File: config.mk
export PLATFORM = sky130hd
export DESIGN_NAME = shift_add_mult_ctrl
export DESIGN_NICKNAME = d
export VERILOG_FILES = /design/src/rtl/shift_add_mult_ctrl.sv
export SDC_FILE = /design/constraint.sdc
export NUM_CORES = 1
export LEC_CHECK = 0
export BUFFER_PORTS_ARGS = -buffer_cell sky130_fd_sc_hd__buf_2
export CORE_ASPECT_RATIO = 1.5
export CORE_UTILIZATION = 35
export CTS_CLUSTER_DIAMETER = 80
export DETAILED_ROUTE_END_ITERATION = 6
export GPL_TIMING_DRIVEN = 0
export HOLD_SLACK_MARGIN = 0.1
export PLACE_DENSITY = 0.68
export SLEW_MARGIN = 10
export SYNTH_ARGS = -nofsm -noshare
export SYNTH_HDL_FRONTEND = slang
export SYNTH_SLANG_ARGS = --single-unit
File: constraint.sdc
create_clock -name clk -period 12.4 [get_ports clk]
set_input_delay 1.86 -clock clk [delete_from_list [all_inputs] [get_ports clk]]
set_output_delay 1.86 -clock clk [all_outputs]
set_load 0.02 [all_outputs]
File: src/rtl/shift_add_mult_ctrl.sv
// rtl/shift_add_mult_ctrl.sv - shift-add 32x32 unsigned multiply sequencer driving an external adder
module shift_add_mult_ctrl #(
    parameter int WIDTH = 32,
    parameter int CNT_W = 6
) (
    input  logic                 clk,
    input  logic                 rst,
    input  logic                 start,
    input  logic [WIDTH-1:0]     multiplicand,
    input  logic [WIDTH-1:0]     multiplier,
    output logic                 busy,
    output logic                 done,
    output logic [2*WIDTH-1:0]   product,
    output logic [WIDTH-1:0]     addIn1,
    output logic [WIDTH-1:0]     addIn2,
    output logic                 addCIn,
    input  logic [WIDTH-1:0]     addSum,
    input  logic                 addCOut
);

    typedef enum logic [1:0] {
        S_IDLE = 2'd0,
        S_RUN  = 2'd1,
        S_DONE = 2'd2
    } state_t;

    state_t               state_q, state_d;
    logic [WIDTH-1:0]     a_q, a_d;
    logic [WIDTH-1:0]     q_q, q_d;
    logic [WIDTH-1:0]     m_q, m_d;
    logic [CNT_W-1:0]     cnt_q, cnt_d;
    logic [2*WIDTH-1:0]   product_q, product_d;
    logic                 last_step;

    assign last_step = (cnt_q == CNT_W'(WIDTH - 1));

    always_ff @(posedge clk or posedge rst) begin
        if (rst) begin
            state_q <= S_IDLE;
        end else begin
            state_q <= state_d;
        end
    end

    always_comb begin
        state_d = state_q;
        case (state_q)
            S_IDLE:  if (start) state_d = S_RUN;
            S_RUN:   if (last_step) state_d = S_DONE;
            S_DONE:  state_d = S_IDLE;
            default: state_d = S_IDLE;
        endcase
    end

    // Adder inputs are held at zero outside RUN so the shared adder stays quiet.
    always_comb begin
        busy   = 1'b0;
        done   = 1'b0;
        addIn1 = '0;
        addIn2 = '0;
        addCIn = 1'b0;
        case (state_q)
            S_RUN: begin
                busy   = 1'b1;
                addIn1 = a_q;
                addIn2 = q_q[0] ? m_q : '0;
            end
            S_DONE:  done = 1'b1;
            default: ;
        endcase
    end

    // One step is a right shift of {carry, sum, Q}; the carry lands in A's MSB so nothing is lost.
    always_comb begin
        a_d       = a_q;
        q_d       = q_q;
        m_d       = m_q;
        cnt_d     = cnt_q;
        product_d = product_q;
        case (state_q)
            S_IDLE: begin
                if (start) begin
                    m_d   = multiplicand;
                    q_d   = multiplier;
                    a_d   = '0;
                    cnt_d = '0;
                end
            end
            S_RUN: begin
                a_d   = {addCOut, addSum[WIDTH-1:1]};
                q_d   = {addSum[0], q_q[WIDTH-1:1]};
                cnt_d = cnt_q + 1'b1;
                if (last_step) begin
                    product_d = {a_d, q_d};
                end
            end
            default: ;
        endcase
    end

    always_ff @(posedge clk or posedge rst) begin
        if (rst) begin
            a_q       <= '0;
            q_q       <= '0;
            m_q       <= '0;
            cnt_q     <= '0;
            product_q <= '0;
        end else begin
            a_q       <= a_d;
            q_q       <= q_d;
            m_q       <= m_d;
            cnt_q     <= cnt_d;
            product_q <= product_d;
        end
    end

    assign product = product_q;

endmodule
# After elaboration in Yosys (flattened, before gate mapping)
# Cells that the tools add are included.
# W data, S select, Z words.
[totals] reg_bits=168 in_bits=100
[classes] muxes=14 reduce_logical=6 eq_ne=5 add_sub_neg=1
[ops] op="$mux W32" count=5
[ops] op="$pmux W32 S2" count=2
[ops] op="$pmux W6 S2" count=1
[ops] op="$reduce_and A2 Y1" count=4
[ops] op="$add A6 B1 Y6 const B" count=1
[ops] op="$eq A6 B5 Y1 const B" count=1
[ops] op="$mux W6" count=1
[ops] op="$mux W2" count=2
[ops] op="$ne A2 B2 Y1 const B" count=2
[ops] op="$pmux W2 S2" count=1
[ops] op="$eq A2 B1 Y1 const B" count=1
[ops] op="$eq A2 B2 Y1 const B" count=1
[ops] op="$logic_not A2 Y1" count=1
[ops] op="$mux W1" count=2
[ops] op="$reduce_bool A2 Y1" count=1

# Longest topological paths before layout
[logic_depth] ltp_word=3 mapped_depth=7 ltp_nobuf=4

# Worst setup path before layout
# OpenSTA, ideal clock, no wires.
[synth_timing] path_type="register -> output" from="register state_q[0]" to="output port addIn1[23]" path_slack_ns=9.160 stages_incl_launch_ff=6 t_arrival_ns=1.380 required_ns=10.540 cell_sequence="dfrtp_1 -> buf_6 -> and2b_1 -> buf_2 -> clkbuf_1 -> and2_1"
[synth_between] elab_chain_cells=2
[synth_lines] element="start, declared" line="27" source="state_t state_q, state_d;"
[synth_lines] element="start signal, assigned" line="41" source="state_q <= state_d;"
[synth_lines] element="$eq A2 B1 Y1" line="62" source="case (state_q)"
[synth_lines] element="$mux W32" line="62"
[synth_lines] element="end, declared" line="14" source="output logic [WIDTH-1:0] addIn1,"
# No other way between the ends.

# Final worst setup path
[layout_timing] from="register state_q[0]" to="output port addIn1[22]"
# Same word-level chain as after synthesis.

==> impl.org <==
** Power and ir drop
- The worst-case IR drop observed on VDD is between 0.1 and 0.15 mV.
- Power density relative to cell area :: 260.2 nW/um2
- In this run the static leakage power is around 4.9 nW.

** Timing
- Unrepaired setup endpoints after global routing :: false
- Slew Limit Headroom :: 49.46%
- Actual transition at the worst max-transition pin :: between 0.7 and 0.8 ns
- Total Negative Setup Slacks :: 0 ns
- For the final database, setup skew stands at around 0.0099 ns.
- Tcrit/Tclk final :: a little over a third
- Final worst path period need :: between 4 and 5 ns
- Setup violations remaining at the end of the flow were counted as 0.
- Static timing analysis puts the maximum clock frequency at 231.3 MHz.
- Hold violation count in the final report :: 0
- The number of slew-limit violations in the final report came to 0.

** Drt
- First-iteration detailed-routing DRC count :: between 200 and 300
- Dividing the detail-routed wire length by the instance count gives 17.35 um.
- WL final :: 18910 um
- After detailed routing, the number of vias per cell comes to 4.966.
- The final route contains between 5000 and 6000 vias.
- Remaining antenna violation count after routing :: 0
- Number of iterations in the first detailed-routing pass :: 4
- After detailed routing, the number of remaining DRC violations is 0.

** Logic synthesis
- When the netlist entered floorplanning its net count stood at 664.
- Cells after synthesis :: around 560
- Of the synthesized area, sequential elements account for between 50% and 60%.
- Number of synthesized flops with an enable pin :: 0
- Number of warnings reported in the yosys synthesis log :: 0
- Total standard cell area after synthesis :: 7377 um2
- In this run the mean area of a mapped cell was roughly 13 um2.
- Synthesis instantiated 33 different standard cells from the library.
- In the synthesized netlist the dominant register cell turns out to be dfrtp_1.
- After synthesis, the share of flip-flops with an asynchronous set or reset is between 90% and 100%.
- After synthesis, the largest area contributor takes up a little under three fifths of total cell area.
- In the post-synthesis netlist, the cell with the most instances is dfrtp_1.
- After synthesis, the most frequently instantiated cells are 168 x dfrtp_1, 49 x mux2_4, 47 x mux2_2, 34 x a22o_1, 34 x nor2b_1.
- In the post-synthesis netlist, the biggest area contributors are dfrtp_1 57%, mux2_4 10%, mux2_2 7.2%, a22o_1 4.0%, a22oi_1 3.3%.
- The synthesized design contains 168 register bits.
- Cell taking the most area after synthesis :: dfrtp_1

** Clock tree
- TritonCTS built the clock tree.
- The tree is rooted in a clkbuf_16.
- Number of setup buffers added after CTS :: 0
- For this design, the sink count on the clock tree is 168.
- Clock input transition at the sequential cells of the worst setup and hold paths :: 0.07 ns
- H-tree depth reported by CTS :: 4
- After clock tree synthesis, the repair step resized 0 gates.
- Number of buffers on the longest clock path :: 2
- Buffers inserted during clock tree synthesis total 17.
- After clock tree synthesis, the flow added hold-fix buffers numbering 0.
- For the worst-skew pair, the clock arrives at the later sink with an insertion delay of 0.43 ns.

** Critical path
- Type of the worst setup path :: register to primary output
- Worst setup SP type :: register
- Crit-path slowest cell :: clkbuf_1
- The worst setup path is captured at a primary output.
- Along the worst path, the maximum fanout reaches 10.
- At the worst endpoint, the required time is about 11 ns.
- Traced cell by cell, the critical path runs through buf_6 > and2b_1 > buf_2 > buf_2 > clkbuf_1 > and2_1 > buf_2.
- STA puts the critical path data arrival time at 2.46 ns.
- The cell that appears most often on the critical path is buf_2.
- Critical path's largest stage delay :: about 0.43 ns

** Cells and area
- Post-layout instance area :: about 9500 um2
- Filler Cells Inserted :: about 2000
- Fraction of layout instances using a drive strength above 1 :: around 47%
- Number of nets in the final layout :: between 900 and 1000
- Multi-input logic area :: 2908 um2
- Registers take 4204 um2.
- Area growth syn-to-layout :: 29.00%

** Status
- The run finished with clean final reports.

** GRT
- The via count of the first global-routing pass came to 5792.
- Pin count of the biggest net entering global routing :: around 110
- The first global-routing pass estimated between 30000 and 40000 um of wire.
- Initial antenna violation count :: 1
- Grt ovf :: 0
- Overall global routing resource usage :: a little under a fifth

** Placed design
- The count of buffers added on input and output ports is around 230.
- Final weighted congestion in routability-driven placement :: about 0.77
- In this run the cell area measured after placement is approximately 8900 um2.
- The wire-length estimate of the detail-placed layout is about 14000 um.

** Die
- In this run the core area contains between 60 and 70 standard-cell rows.
- The die covers between 20000 and 25000 um2.
- Die Width :: between 100 and 150 um
- Initial standard-cell utilization of the core :: a little over a third
- The floorplan step set the die height to ~180 um.
- Boundary pin count :: 231
- Area inside the core boundary :: ~20000 um2

** Worst hold path
- The min-delay analysis places its worst path in the category register to register.

** Run
- The tool flagged a number of max-cap violations equal to 0.
sequential cells by signal, indices dropped and copies added, names as in the netlist:
register and count:
product 64, m_q 32, cnt_q 6, a_q 32, state_q 2, q_q 32
final timing paths:
check,from,endpoint,slack (ns),depth (start not counted)
setup / recovery,state_q[0],addIn1[22],8.08,7
hold / removal,m_q[0],m_q[0],0.48,1
setup reg to reg,state_q[0],q_q[4],10.58,7
hold reg to reg,m_q[0],m_q[0],0.48,1
max in group asynchronous,rst,cnt_q[3],10.03,3
min in group asynchronous,rst,product[58],1.44,2
metrics by stage:
step / power [mW] / setup WS (ns) / std cells / util (%) / hold slack (ns)
global route: 2.628 / 7.879 / 1090 / 46.42 / 0.5054
floorplan: 1.588 / 5.993 / 563 / - / 0.4490
detailed placement: 1.930 / 8.428 / 1057 / 43.36 / 0.4676
finish: 2.477 / 8.076 / 1090 / 46.42 / 0.4817
global placement: 1.905 / 3.886 / 1056 / 43.19 / 0.4631
CTS: 2.506 / 7.949 / 1089 / 46.41 / 0.4835
cell usage in the layout, fill, tap and decap left out, types with 2 or more instances in the layout:
| cell | netlist | layout |
|---|---|---|
| and2_1 | 32 | 32 |
| clkinv_4 | 0 | 2 |
| o21ai_0 | 28 | 28 |
| clkbuf_8 | 0 | 4 |
| clkbuf_1 | 21 | 22 |
| buf_6 | 6 | 6 |
| buf_4 | 5 | 5 |
| o21ai_1 | 6 | 6 |
| nand2b_1 | 2 | 2 |
| nor2b_1 | 34 | 34 |
| a22o_1 | 34 | 34 |
| nand4_1 | 2 | 2 |
| bufinv_16 | 0 | 3 |
| clkbuf_16 | 0 | 17 |
| mux2_4 | 49 | 49 |
| a22oi_1 | 32 | 32 |
| mux2_2 | 47 | 47 |
| mux2i_1 | 2 | 2 |
| and3_1 | 33 | 33 |
| clkinv_2 | 0 | 2 |
| buf_2 | 14 | 243 |
| a21oi_1 | 32 | 32 |
| dfrtp_1 | 168 | 168 |
| clkinvlp_4 | 0 | 2 |
logic make-up (layout without fill, tap and decap cells):
family / after synthesis / after routing / synth area share (%)
multiplexers: 99 / 99 / 17.57
AND/OR/NAND/NOR: 110 / 110 / 9.532
buffers and inverters: 49 / 311 / 3.596
adder cells (fa/ha/maj): 1 / 1 / 0.1696
XOR/XNOR: 1 / 1 / 0.1187
AO/OA/AOI/OAI: 134 / 134 / 11.97
other: 1 / 2 / 0.05083
flip-flops: 168 / 168 / 56.99
metal layers:
metal / track usage, % / share of wire, % / vias to the layer above
li1: - / - / 2526
met1: 21.35 / 41 / 2689
met2: 31.43 / 52 / 172
met3: 4.537 / 4.6 / 26
met4: 7.309 / 2.3 / 0
met5: 0 / 0 / -
critical path, delay by kind of cell (launching register included):
kind | cells | cell delay [ns]
buffers and inverters | 5 | 1.33
DFF | 1 | 0.34
and+or+nand+nor | 2 | 0.37
area by class of cell:
cell class                      count  area share, %
Antenna cell                        1        0.02630
Buffer                             47          2.708
Clock buffer                       22          5.088
Clock inverter                     10          1.486
Inverter                            2         0.1578
Multi-Input combinational cell    346          30.55
Sequential cell                   168          44.18
Tap cell                          264          3.471
Timing Repair Buffer              230          12.33
report_power, final:
part	total, mW	internal, mW	switching [mW]	leakage (nW)
registers	0.924	0.780	0.144	2.07
clock network	0.565	0.339	0.225	0.303
logic	0.988	0.442	0.545	2.51
total	2.48	1.56	0.915	4.88
Power figures use the tool's default switching activity.
